<file path="src/rtl/alu_pkg.sv">
// Shared constants and types for the ALU issue controller: selector codes,
// opcode/funct values, FSM states, writeback kinds and operand-select codes.
package alu_pkg;

  localparam logic [4:0] SEL_ADD  = 5'b10000;
  localparam logic [4:0] SEL_NOR  = 5'b10011;
  localparam logic [4:0] SEL_NORI = 5'b00111;
  localparam logic [4:0] SEL_NOT  = 5'b00010;
  localparam logic [4:0] SEL_BLEU = 5'b01000;
  localparam logic [4:0] SEL_ROLV = 5'b00000;
  localparam logic [4:0] SEL_RORV = 5'b00001;

  localparam logic [5:0] OP_RTYPE = 6'h00;
  localparam logic [5:0] OP_NORI  = 6'h0E;
  localparam logic [5:0] OP_LW    = 6'h23;
  localparam logic [5:0] OP_SW    = 6'h2B;
  localparam logic [5:0] OP_BLEU  = 6'h07;

  localparam logic [5:0] FN_ADD  = 6'h20;
  localparam logic [5:0] FN_NOR  = 6'h27;
  localparam logic [5:0] FN_NOT  = 6'h28;
  localparam logic [5:0] FN_ROLV = 6'h04;
  localparam logic [5:0] FN_RORV = 6'h06;

  typedef enum logic [1:0] {IDLE, DECODE, EXEC, WB} state_t;

  typedef enum logic [1:0] {
    WB_REG    = 2'b00,
    WB_LOAD   = 2'b01,
    WB_STORE  = 2'b10,
    WB_BRANCH = 2'b11
  } wb_kind_t;

  typedef enum logic [0:0] {I1_ZERO, I1_RS} i1_sel_t;

  typedef enum logic [2:0] {I2_ZERO, I2_RT, I2_RS, I2_ZEXT, I2_SEXT} i2_sel_t;

endpackage

</file>
<file path="src/rtl/alu_issue_ctrl_if.sv">
// Writeback channel from the issue controller to regfile/LSU/branch logic.
// The controller is the master; downstream drives wb_ready.
interface alu_issue_ctrl_if #(
  parameter int DATA_W = 32,
  parameter int REG_AW = 5
);

  logic              wb_valid;
  logic              wb_ready;
  logic [1:0]        wb_kind;
  logic [REG_AW-1:0] wb_addr;
  logic [DATA_W-1:0] wb_data;
  logic [DATA_W-1:0] wb_store_data;
  logic              branch_taken;

  modport master (
    output wb_valid, wb_kind, wb_addr, wb_data, wb_store_data, branch_taken,
    input  wb_ready
  );

  modport slave (
    input  wb_valid, wb_kind, wb_addr, wb_data, wb_store_data, branch_taken,
    output wb_ready
  );

endinterface

</file>
<file path="src/rtl/alu_decode.sv">
// Combinational instruction decode: op/funct to ALU selector, operand sources,
// writeback kind, destination register and legality.
module alu_decode
  import alu_pkg::*;
(
  input  logic [5:0] op,
  input  logic [5:0] funct,
  input  logic [4:0] rt,
  input  logic [4:0] rd,
  output logic [4:0] sel,
  output i1_sel_t    i1_sel,
  output i2_sel_t    i2_sel,
  output wb_kind_t   kind,
  output logic [4:0] dest,
  output logic       reg_write,
  output logic       is_legal
);

  always_comb begin
    sel       = 5'b0;
    i1_sel    = I1_ZERO;
    i2_sel    = I2_ZERO;
    kind      = WB_REG;
    dest      = 5'b0;
    reg_write = 1'b0;
    is_legal  = 1'b0;

    case (op)
      OP_RTYPE: begin
        if (funct == FN_ADD || funct == FN_NOR || funct == FN_NOT ||
            funct == FN_ROLV || funct == FN_RORV) begin
          dest      = rd;
          reg_write = 1'b1;
          is_legal  = 1'b1;
          i1_sel    = I1_RS;
          i2_sel    = I2_RT;
        end
        case (funct)
          FN_ADD:  sel = SEL_ADD;
          FN_NOR:  sel = SEL_NOR;
          FN_ROLV: sel = SEL_ROLV;
          FN_RORV: sel = SEL_RORV;
          // not is computed by the ALU as ~I2, so rs goes on the second operand
          FN_NOT: begin
            sel    = SEL_NOT;
            i1_sel = I1_ZERO;
            i2_sel = I2_RS;
          end
          default: sel = 5'b0;
        endcase
      end
      OP_NORI: begin
        sel       = SEL_NORI;
        i1_sel    = I1_RS;
        i2_sel    = I2_ZEXT;
        dest      = rt;
        reg_write = 1'b1;
        is_legal  = 1'b1;
      end
      OP_LW: begin
        sel      = SEL_ADD;
        i1_sel   = I1_RS;
        i2_sel   = I2_SEXT;
        kind     = WB_LOAD;
        dest     = rt;
        is_legal = 1'b1;
      end
      OP_SW: begin
        sel      = SEL_ADD;
        i1_sel   = I1_RS;
        i2_sel   = I2_SEXT;
        kind     = WB_STORE;
        is_legal = 1'b1;
      end
      OP_BLEU: begin
        sel      = SEL_BLEU;
        i1_sel   = I1_RS;
        i2_sel   = I2_RT;
        kind     = WB_BRANCH;
        is_legal = 1'b1;
      end
      default: is_legal = 1'b0;
    endcase
  end

endmodule

</file>
<file path="src/rtl/alu_issue_ctrl.sv">
// Multicycle ALU issue controller: IDLE -> DECODE -> EXEC -> WB, one instruction
// at a time. Define ALU_ILLEGAL_TRAP_EN to pulse 'illegal' on unknown op/funct.
module alu_issue_ctrl
  import alu_pkg::*;
#(
  parameter int DATA_W = 32,
  parameter int REG_AW = 5
)(
  input  logic              clk,
  input  logic              reset_n,
  input  logic              instr_valid,
  input  logic [31:0]       instr,
  output logic              instr_ready,
  output logic [REG_AW-1:0] rf_raddr1,
  output logic [REG_AW-1:0] rf_raddr2,
  input  logic [DATA_W-1:0] rf_rdata1,
  input  logic [DATA_W-1:0] rf_rdata2,
  output logic [4:0]        alu_sel,
  output logic [DATA_W-1:0] alu_i1,
  output logic [DATA_W-1:0] alu_i2,
  input  logic [DATA_W-1:0] alu_o,
  alu_issue_ctrl_if.master  wb,
  output logic              illegal
);

  state_t            state, state_next;
  logic [31:0]       instr_q;
  wb_kind_t          kind_q;
  logic [REG_AW-1:0] addr_q;
  logic [DATA_W-1:0] data_q;
  logic [DATA_W-1:0] store_q;
  logic              taken_q;

  logic [4:0] sel;
  i1_sel_t    i1_sel;
  i2_sel_t    i2_sel;
  wb_kind_t   kind;
  logic [4:0] dest;
  logic       reg_write;
  logic       is_legal;

  alu_decode u_decode (
    .op        (instr_q[31:26]),
    .funct     (instr_q[5:0]),
    .rt        (instr_q[20:16]),
    .rd        (instr_q[15:11]),
    .sel       (sel),
    .i1_sel    (i1_sel),
    .i2_sel    (i2_sel),
    .kind      (kind),
    .dest      (dest),
    .reg_write (reg_write),
    .is_legal  (is_legal)
  );

  always_ff @(posedge clk) begin
    if (!reset_n) state <= IDLE;
    else          state <= state_next;
  end

  // Result registers are loaded at the end of EXEC and held for the whole WB phase.
  always_ff @(posedge clk) begin
    if (!reset_n) begin
      instr_q <= '0;
      kind_q  <= WB_REG;
      addr_q  <= '0;
      data_q  <= '0;
      store_q <= '0;
      taken_q <= 1'b0;
    end else begin
      if (state == IDLE && instr_valid) instr_q <= instr;
      if (state == EXEC) begin
        data_q  <= alu_o;
        kind_q  <= kind;
        addr_q  <= REG_AW'(dest);
        store_q <= (kind == WB_STORE) ? rf_rdata2 : '0;
        taken_q <= (kind == WB_BRANCH) && (rf_rdata1 <= rf_rdata2);
      end
    end
  end

  always_comb begin
    state_next       = state;
    instr_ready      = 1'b0;
    rf_raddr1        = '0;
    rf_raddr2        = '0;
    alu_sel          = 5'b0;
    alu_i1           = '0;
    alu_i2           = '0;
    wb.wb_valid      = 1'b0;
    wb.wb_kind       = 2'b00;
    wb.wb_addr       = '0;
    wb.wb_data       = '0;
    wb.wb_store_data = '0;
    wb.branch_taken  = 1'b0;

    case (state)
      IDLE: begin
        instr_ready = 1'b1;
        if (instr_valid) state_next = DECODE;
      end
      DECODE: begin
        rf_raddr1  = REG_AW'(instr_q[25:21]);
        rf_raddr2  = REG_AW'(instr_q[20:16]);
        state_next = EXEC;
      end
      EXEC: begin
        alu_sel = sel;
        alu_i1  = (i1_sel == I1_RS) ? rf_rdata1 : '0;
        case (i2_sel)
          I2_RT:   alu_i2 = rf_rdata2;
          I2_RS:   alu_i2 = rf_rdata1;
          I2_ZEXT: alu_i2 = {{(DATA_W-16){1'b0}}, instr_q[15:0]};
          I2_SEXT: alu_i2 = {{(DATA_W-16){instr_q[15]}}, instr_q[15:0]};
          default: alu_i2 = '0;
        endcase
        // Writes to r0 and unknown ops retire here without a writeback.
        if (!is_legal || (reg_write && dest == 5'd0)) state_next = IDLE;
        else                                          state_next = WB;
      end
      WB: begin
        wb.wb_valid      = 1'b1;
        wb.wb_kind       = kind_q;
        wb.wb_addr       = addr_q;
        wb.wb_data       = data_q;
        wb.wb_store_data = store_q;
        wb.branch_taken  = taken_q;
        if (wb.wb_ready) state_next = IDLE;
      end
      default: state_next = IDLE;
    endcase
  end

`ifdef ALU_ILLEGAL_TRAP_EN
  assign illegal = (state == EXEC) && !is_legal;
`else
  assign illegal = 1'b0;
`endif

endmodule

</file>
<file path="src/flat_wrapper.sv">
// flat-port wrapper written by rule: the top's interface ports become plain ports
module alu_issue_ctrl_flat import alu_pkg::*;
#(
  parameter int DATA_W = 32,
  parameter int REG_AW = 5
)
  (clk, reset_n, instr_valid, instr, instr_ready, rf_raddr1, rf_raddr2, rf_rdata1, rf_rdata2, alu_sel, alu_i1, alu_i2, alu_o, illegal, wb_wb_valid, wb_wb_kind, wb_wb_addr, wb_wb_data, wb_wb_store_data, wb_branch_taken, wb_wb_ready);
  alu_issue_ctrl_if #(.DATA_W(DATA_W), .REG_AW(REG_AW)) wb_i ();
  input  logic clk;
  input  logic reset_n;
  input  logic instr_valid;
  input  logic [31:0] instr;
  output logic instr_ready;
  output logic [REG_AW-1:0] rf_raddr1;
  output logic [REG_AW-1:0] rf_raddr2;
  input  logic [DATA_W-1:0] rf_rdata1;
  input  logic [DATA_W-1:0] rf_rdata2;
  output logic [4:0] alu_sel;
  output logic [DATA_W-1:0] alu_i1;
  output logic [DATA_W-1:0] alu_i2;
  input  logic [DATA_W-1:0] alu_o;
  output logic illegal;
  output wire logic [$bits(wb_i.wb_valid)-1:0] wb_wb_valid;
  output wire logic [$bits(wb_i.wb_kind)-1:0] wb_wb_kind;
  output wire logic [$bits(wb_i.wb_addr)-1:0] wb_wb_addr;
  output wire logic [$bits(wb_i.wb_data)-1:0] wb_wb_data;
  output wire logic [$bits(wb_i.wb_store_data)-1:0] wb_wb_store_data;
  output wire logic [$bits(wb_i.branch_taken)-1:0] wb_branch_taken;
  input wire logic [$bits(wb_i.wb_ready)-1:0] wb_wb_ready;
  assign wb_wb_valid = wb_i.wb_valid;
  assign wb_wb_kind = wb_i.wb_kind;
  assign wb_wb_addr = wb_i.wb_addr;
  assign wb_wb_data = wb_i.wb_data;
  assign wb_wb_store_data = wb_i.wb_store_data;
  assign wb_branch_taken = wb_i.branch_taken;
  assign wb_i.wb_ready = wb_wb_ready;
  alu_issue_ctrl #(.DATA_W(DATA_W), .REG_AW(REG_AW)) u_core (.clk(clk), .reset_n(reset_n), .instr_valid(instr_valid), .instr(instr), .instr_ready(instr_ready), .rf_raddr1(rf_raddr1), .rf_raddr2(rf_raddr2), .rf_rdata1(rf_rdata1), .rf_rdata2(rf_rdata2), .alu_sel(alu_sel), .alu_i1(alu_i1), .alu_i2(alu_i2), .alu_o(alu_o), .wb(wb_i), .illegal(illegal));
endmodule
</file>
<file path="config.mk">
export PLATFORM = sky130hd
export DESIGN_NAME = alu_issue_ctrl_flat
export DESIGN_NICKNAME = d
export VERILOG_FILES = /design/src/rtl/alu_pkg.sv /design/src/rtl/alu_issue_ctrl_if.sv /design/src/rtl/alu_decode.sv /design/src/rtl/alu_issue_ctrl.sv /design/src/flat_wrapper.sv
export SDC_FILE = /design/constraint.sdc
export NUM_CORES = 1
export LEC_CHECK = 0
export BUFFER_PORTS_ARGS = -buffer_cell sky130_fd_sc_hd__buf_2
export CAP_MARGIN = 15
export CORE_MARGIN = 4
export CORE_UTILIZATION = 48
export CTS_BUF_LIST = sky130_fd_sc_hd__clkbuf_4 sky130_fd_sc_hd__clkbuf_8 sky130_fd_sc_hd__clkbuf_16
export CTS_CLUSTER_DIAMETER = 30
export DETAILED_ROUTE_END_ITERATION = 10
export PLACE_DENSITY = 0.8
export SYNTH_ARGS = -nofsm -noshare
export SYNTH_HDL_FRONTEND = slang
export SYNTH_SLANG_ARGS = --single-unit
export TNS_END_PERCENT = 10
</file>
<file path="constraint.sdc">
create_clock -name clk -period 2.5 [get_ports clk]
set_clock_uncertainty 0.05 [all_clocks]
set_input_delay 0.5 -clock clk [delete_from_list [all_inputs] [get_ports clk]]
set_output_delay 0.5 -clock clk [all_outputs]
set_load 0.01 [all_outputs]
</file>
==> flow_metrics.tcl, run 1 <==
set metrics [dict create \
    drv_cap 0 \
    insertion_delay_ns 0.35 \
    cp-end-kind "primary output" \
    drtIter0Drc 571 \
    grt_overflow 0 \
    p_sw_w 0.001097 \
    clock.fmax_mhz 351.9 \
    hold_buffers 0 \
    crit_fanout 8 \
    row_count 42 \
    finalNonFillerCells 1283 \
    cts.sinks 106 \
    ioPinCount 286 \
    cp.arrival_ns 2.29 \
    synth_edf_count 0 \
    required_ns 1.95 \
    die_area_um2 15460 \
    synthArstFlopShare_pct 0 \
    final_core_util_pct 67.33 \
    setup_slack_ns -0.3420 \
    grt_max_degree 78 \
    hpwl_um 15290 \
    r2r_slack_ns 0.42 \
    peakVddDrop_mv 0.3621 \
    rr_startpoint "u_core.instr_q[3]$_SDFFE_PN0P_" \
    vias_per_cell 5.550 \
    clk_pin_slew_worst_paths_ns 0.08 \
    worstMarginPinSlew_ns 0.6128 \
    drive_above_1_share_pct 37.13 \
    antenna_found_initial 0 \
    ys_types 52 \
    cts.path.max_buffers 2 \
    p_int_w 0.002763 \
    diodes 0 \
    status "complete, but fails checks" \
    final_common_cell "buf_2" \
    die_h_um 124.3 \
    tns_ns -14.72 \
    violations "negative setup slack" \
    synthesis.area_um2 6496 \
    switching_share_pct 28.42 \
    core_um2 13240 \
    port_buffers 284 \
    rsz0062_at_grt "yes" \
    cts_inserted_buffers 9 \
    start_util_pct 49.06 \
    hold_start "alu_o[24]" \
    setup_viol 66 \
    grt_pass1_vias 6923 \
    cts_tree "built" \
    ys_seq_elements 106 \
    synth_nets 996 \
    pwr-share-comb_pct 17.6 \
    final-hold-violation-count 0 \
    p_per_area_nw_per_um2 433.0 \
    slew_headroom_pct 59.15 \
    fin_crit_sh_pct 113.7 \
    layout_common_cells "buf_2, nand2_1, dfxtp_1" \
    placedCellCount 1253 \
    synthFlopType "dfxtp_1" \
    yosysWarningCount 0 \
    ys_seq_area_share_pct 32.67 \
    report.final.slew_viol_count 0 \
    cp-startpoint "u_core.instr_q[29]$_SDFFE_PN0P_" \
    worst_setup_path_start_kind "flip-flop" \
    area_growth_pct 37.25 \
    clockRootBuffer "clkbuf_16" \
    die_width_um 124.3 \
    hold_class "in -> reg" \
    synth.avg_cell_area_um2 7.808 \
    p_seq_share_pct 46.5 \
    grt_first_pass_wirelength_um 35290 \
    postSynthCellCount 832 \
    power.leakage_nw 4.314 \
    grt_usage_pct 27.44 \
    clock_power_share_pct 35.9 \
    wl_per_cell_um 17.30 \
    num_vias 7121 \
    worstSetupPathType "reg -> out" \
    ant_nets 0 \
    finalWirelength_um 22200 \
    htreeDepth 3 \
    dr.pass1.iters 7 \
    routabilityCongestion 0.9161 \
    drc 0 \
    period_minus_slack_ns 2.842 \
    num-nets-final 1266 \
]
[cells by family (layout without fill, tap and decap cells)]
logic type	after synthesis	count (layout)	synth area share, %
adders and majority gates	32	32	6.163
buffers and inverters	104	378	7.242
xor gates and xnor gates	1	1	0.1348
AOI/OAI and AO/OA	199	199	22.55
and+or+nand+nor	389	390	31.18
DFF	106	106	32.67
other	1	1	0.05773
[worst max-delay path: stages, from the launching register on]
cell	delay [ns]
dfxtp_2	0.33
nor4_4	0.28
and3b_2	0.26
nand2_2	0.07
a211oi_4	0.28
buf_6	0.19
buf_16	0.14
nand2_1	0.08
a21oi_2	0.14
buf_2	0.15
[state kept, by name (all words and copies together) (netlist names)]
name,flops
u_core.addr_q,5
u_core.kind_q,2
u_core.data_q,32
u_core.store_q,32
u_core.state,2
u_core.instr_q,32
u_core.taken_q,1
[final timing paths]
| check | endpoint | depth (start not counted) |
|---|---|---|
| worst min-delay path | u_core.data_q[24]$_SDFFE_PN0P_ | 3 |
| worst max-delay path | alu_i2[7] | 9 |
| worst min register to register | u_core.data_q[28]$_SDFFE_PN0P_ | 2 |
| worst max register to register | u_core.state[1]$_SDFFE_PN0P_ | 9 |
[area by class of cell]
class	instances	area, um2
Multi-Input combinational cell	623	4059
Sequential cell	106	2135
Clock inverter	6	50.05
Fill cell	1145	4327
Inverter	34	127.6
Clock buffer	10	239.0
Timing Repair Buffer	328	2086
Tap cell	176	220.2
[Yosys cell counts (4+ instances only)]
cell      count  area (um2)
buf_4         5       37.54
a21oi_1      33       165.2
buf_6         7       78.83
a22oi_1      50       375.4
inv_1        34       127.6
nor2b_1      42       262.8
a21o_1        4       30.03
nand2_1     158       593.1
nand4_1       5       31.28
a221oi_1     20       175.2
and2_1       25       156.4
a21boi_0     67       503.0
buf_2         6       30.03
and3_1       73       456.7
nand3_1       8       40.04
and2_4       20       175.2
nor2_1       33       123.9
ha_1         32       400.4
dfxtp_1     106        2122
nor3b_1       4       30.03
clkbuf_1     50       187.7
o21ai_0       7       35.03
[power by group through the flow]
stage	Clock (W)	Combinational, W	Sequential, W
CTS	0.00143	0.000659	0.00179
detailed placement	0	0.000608	0.00183
global placement	0	0.000595	0.00182
floorplan	0	0.000347	0.00181
finish	0.00139	0.000679	0.00179
global route	0.00148	0.000754	0.00180
[layer usage]
metal	track usage [%]	share of wire (%)	wire length [um]	up-vias
met5	0	0	0	-
met4	13.41	3.7	827	0
met3	6.475	8.9	1984	58
met2	45.26	48	10760	361
met1	33.57	39	8630	3292
li1	-	-	-	3410
[repair_timing]
item                                    4_1_cts  5_1_grt
endpoints found under the setup margin       64       66
buffers inserted                              9        2
pin swaps                                    32       15
resized for setup                            47       31
gates cloned                                  3        0
[through the flow]
step	hold slack (ns)	area, um2	total power, W	setup slack (ns)
after floorplan	0.3888	6496	0.002158	0.2280
after global placement	0.3944	8108	0.002419	-0.06304
after detailed placement	0.4025	8108	0.002436	-0.1320
after CTS	0.3285	8768	0.003880	-0.2816
after global routing	0.3359	8916	0.004039	-0.4153
final	0.3408	8916	0.003861	-0.3420
Note: power is estimated with default switching activity, not from simulation.
==> run 2: changes to the inputs <==
--- a/config.mk
+++ b/config.mk
@@ -5,6 +5,7 @@
 export SDC_FILE = /design/constraint.sdc
 export NUM_CORES = 1
 export LEC_CHECK = 0
+export ABC_AREA = 1
 export BUFFER_PORTS_ARGS = -buffer_cell sky130_fd_sc_hd__buf_2
 export CAP_MARGIN = 15
 export CORE_MARGIN = 4
==> flow_metrics.tcl, run 2 <==
set metrics [dict create \
    status "complete, but fails checks" \
    violations "negative setup slack" \
    yosysMostFrequentCell "inv_1" \
    synthArstFlopShare_pct 0 \
    synthFlopType "dfxtp_1" \
    worstMarginPinSlew_ns 0.5910 \
    final_common_cell "buf_2" \
    synth.mux.area_fraction_pct 0 \
    grt_first_pass_wirelength_um 32370 \
    drv_cap 0 \
    dpl-instance-area_um2 8036 \
    reg_top3 "u_core.data_q: 32 flops, u_core.instr_q: 32 flops, u_core.store_q: 32 flops" \
    ys_types 35 \
    required_ns 1.95 \
    synth_compound_area_share_pct 20.70 \
    htreeDepth 3 \
    grt_usage_pct 26.94 \
    clk_pin_slew_worst_paths_ns 0.07 \
    die_width_um 123.7 \
    synthAdderAreaFrac_pct 6.227 \
    fin_crit_sh_pct 107.2 \
    layout_common_cells "buf_2, inv_1, nand2_1" \
    synth_edf_count 0 \
    dp_slack_ns 0.1403 \
    ys_seq_area_share_pct 33.00 \
    peakVddDrop_mv 0.3030 \
    synthSimpleGateAreaFrac_pct 25.59 \
    start_util_pct 48.75 \
    yosysWarningCount 0 \
    cts_inserted_buffers 9 \
    dr.pass1.iters 7 \
    grt_pass1_vias 6782 \
    postSynthCellCount 1010 \
    cts_tree "built" \
    slew_headroom_pct 60.51 \
    cts.sinks 106 \
    synth_top_family_by_area "simple AND/OR/NAND/NOR gates" \
    drive_above_1_share_pct 32.51 \
    ant_nets 0 \
    report.final.slew_viol_count 0 \
    total_power_w 0.004064 \
    period_minus_slack_ns 2.681 \
    synth_top_area_share_pct 33.00 \
    rsz0062_at_grt "yes" \
    synth.avg_cell_area_um2 6.366 \
    setup_slack_ns -0.1811 \
    ys_seq_elements 106 \
    port_buffers 284 \
    insertion_delay_ns 0.35 \
    yosys-top-cells-area "dfxtp_1, inv_1, nand2_1" \
    grt_max_degree 75 \
    fin_area_um2 8763 \
    synthTopCellsByCount "inv_1, nand2_1, nor2_1" \
    area_growth_pct 36.29 \
    worst_setup_path_start_kind "flip-flop" \
    hold_class "in -> reg" \
    finalWirelength_um 22070 \
    cts.path.max_buffers 2 \
    die_area_um2 15310 \
    vias_per_cell 5.130 \
    antenna_found_initial 0 \
    drtIter0Drc 512 \
    final_core_util_pct 66.44 \
    clockRootBuffer "clkbuf_16" \
    die_h_um 123.7 \
    core_um2 13190 \
    worstSetupPathType "reg -> out" \
    routabilityCongestion 1.029 \
    grt_overflow 0 \
    synthesis.area_um2 6430 \
    synth-xor-area-share_pct 0 \
    cp-end-kind "primary output" \
    ioPinCount 286 \
    crit_fanout 15 \
    diodes 0 \
    synth_top_cell_by_area "dfxtp_1" \
    cp.arrival_ns 2.13 \
    hpwl_um 16390 \
    power.leakage_nw 4.315 \
    num-nets-final 1448 \
    drc 0 \
    synth_nets 1174 \
    p_per_area_nw_per_um2 463.7 \
    tns_ns -4.154 \
    num_vias 7515 \
    clock.fmax_mhz 373.0 \
    row_count 42 \
    wl_per_cell_um 15.07 \
    setup_viol 63 \
    final-hold-violation-count 0 \
    hold_buffers 0 \
]
==> run 2: cell count changes after synthesis, moves of 67 or more <==
cell	delta
o21ai_0	+79
a21oi_1	+79
a21boi_0	-67
nor2_1	+127
inv_1	+140
and3_1	-73
==> run 2: metrics by stage <==
stage | instances | hold slack [ns]
2_1_floorplan | 1010 | 0.3800
3_3_place_gp | 1432 | 0.3882
3_5_place_dp | 1432 | 0.3918
4_1_cts | 1461 | 0.3423
5_1_grt | 1465 | 0.3532
6_report | 1465 | 0.3558
==> run 2: area by class of cell <==
cell class | instances | area [um2]
Fill cell | 1232 | 4427
Multi-Input combinational cell | 667 | 3552
Sequential cell | 106 | 2146
Timing Repair Buffer | 319 | 1821
Inverter | 181 | 706.9
Clock buffer | 12 | 260.3
Tap cell | 176 | 220.2
Clock inverter | 4 | 57.56
==> run 2: final timing paths <==
check / start / end / slack, ns / cells past startpoint
max: u_core.instr_q[28]$_SDFFE_PN0P_ / alu_i2[4] / -0.18 / 13
min: rf_rdata2[4] / u_core.store_q[4]$_SDFFE_PN0P_ / 0.36 / 3
min reg2reg: u_core.data_q[19]$_SDFFE_PN0P_ / u_core.data_q[19]$_SDFFE_PN0P_ / 0.40 / 2
max reg2reg: u_core.state[1]$_SDFFE_PN0P_ / u_core.store_q[31]$_SDFFE_PN0P_ / 0.50 / 7
==> run 2: repair_timing <==
action | in CTS | in global routing
resized for setup | 47 | 35
pin swaps | 13 | 15
gates cloned | 1 | 0
setup endpoints to repair | 67 | 66
buffers inserted | 12 | 4
==> run 2: metal layers <==
layer / global-route usage [%] / wire (um) / up-vias
met1: 31.82 / 8759 / 3358
met5: 0 / 0 / -
li1: - / - / 3713
met2: 46.33 / 10580 / 365
met4: 14.12 / 928 / 0
met3: 4.950 / 1806 / 79
==> run 2: report_power, final <==
group	switching (W)	total, W	internal [W]
sequential	0.0000542	0.00183	0.00177
combinational	0.000447	0.000736	0.000289
clock	0.000645	0.00150	0.000854
total	0.00115	0.00406	0.00292
==> run 2: cell families (layout without fill, tap and decap cells) <==
kind of cell	Yosys count	in the layout
and+or+nand+nor	391	391
other	1	1
adders and majority gates	32	32
buffers and inverters	237	516
AOI/OAI and AO/OA	243	243
DFF	106	106
==> run 2: critical path: stages (launching register included) <==
cell and delay (ns):
dfxtp_4 0.36, nor2_4 0.13, nand3_4 0.14, nor2_4 0.18, nor2_4 0.05, nand2_4 0.06, nand2_4 0.05, nand2_4 0.07
nand2_4 0.08, buf_8 0.16, o21ai_0 0.21, o21ai_0 0.10, inv_1 0.05, buf_2 0.12
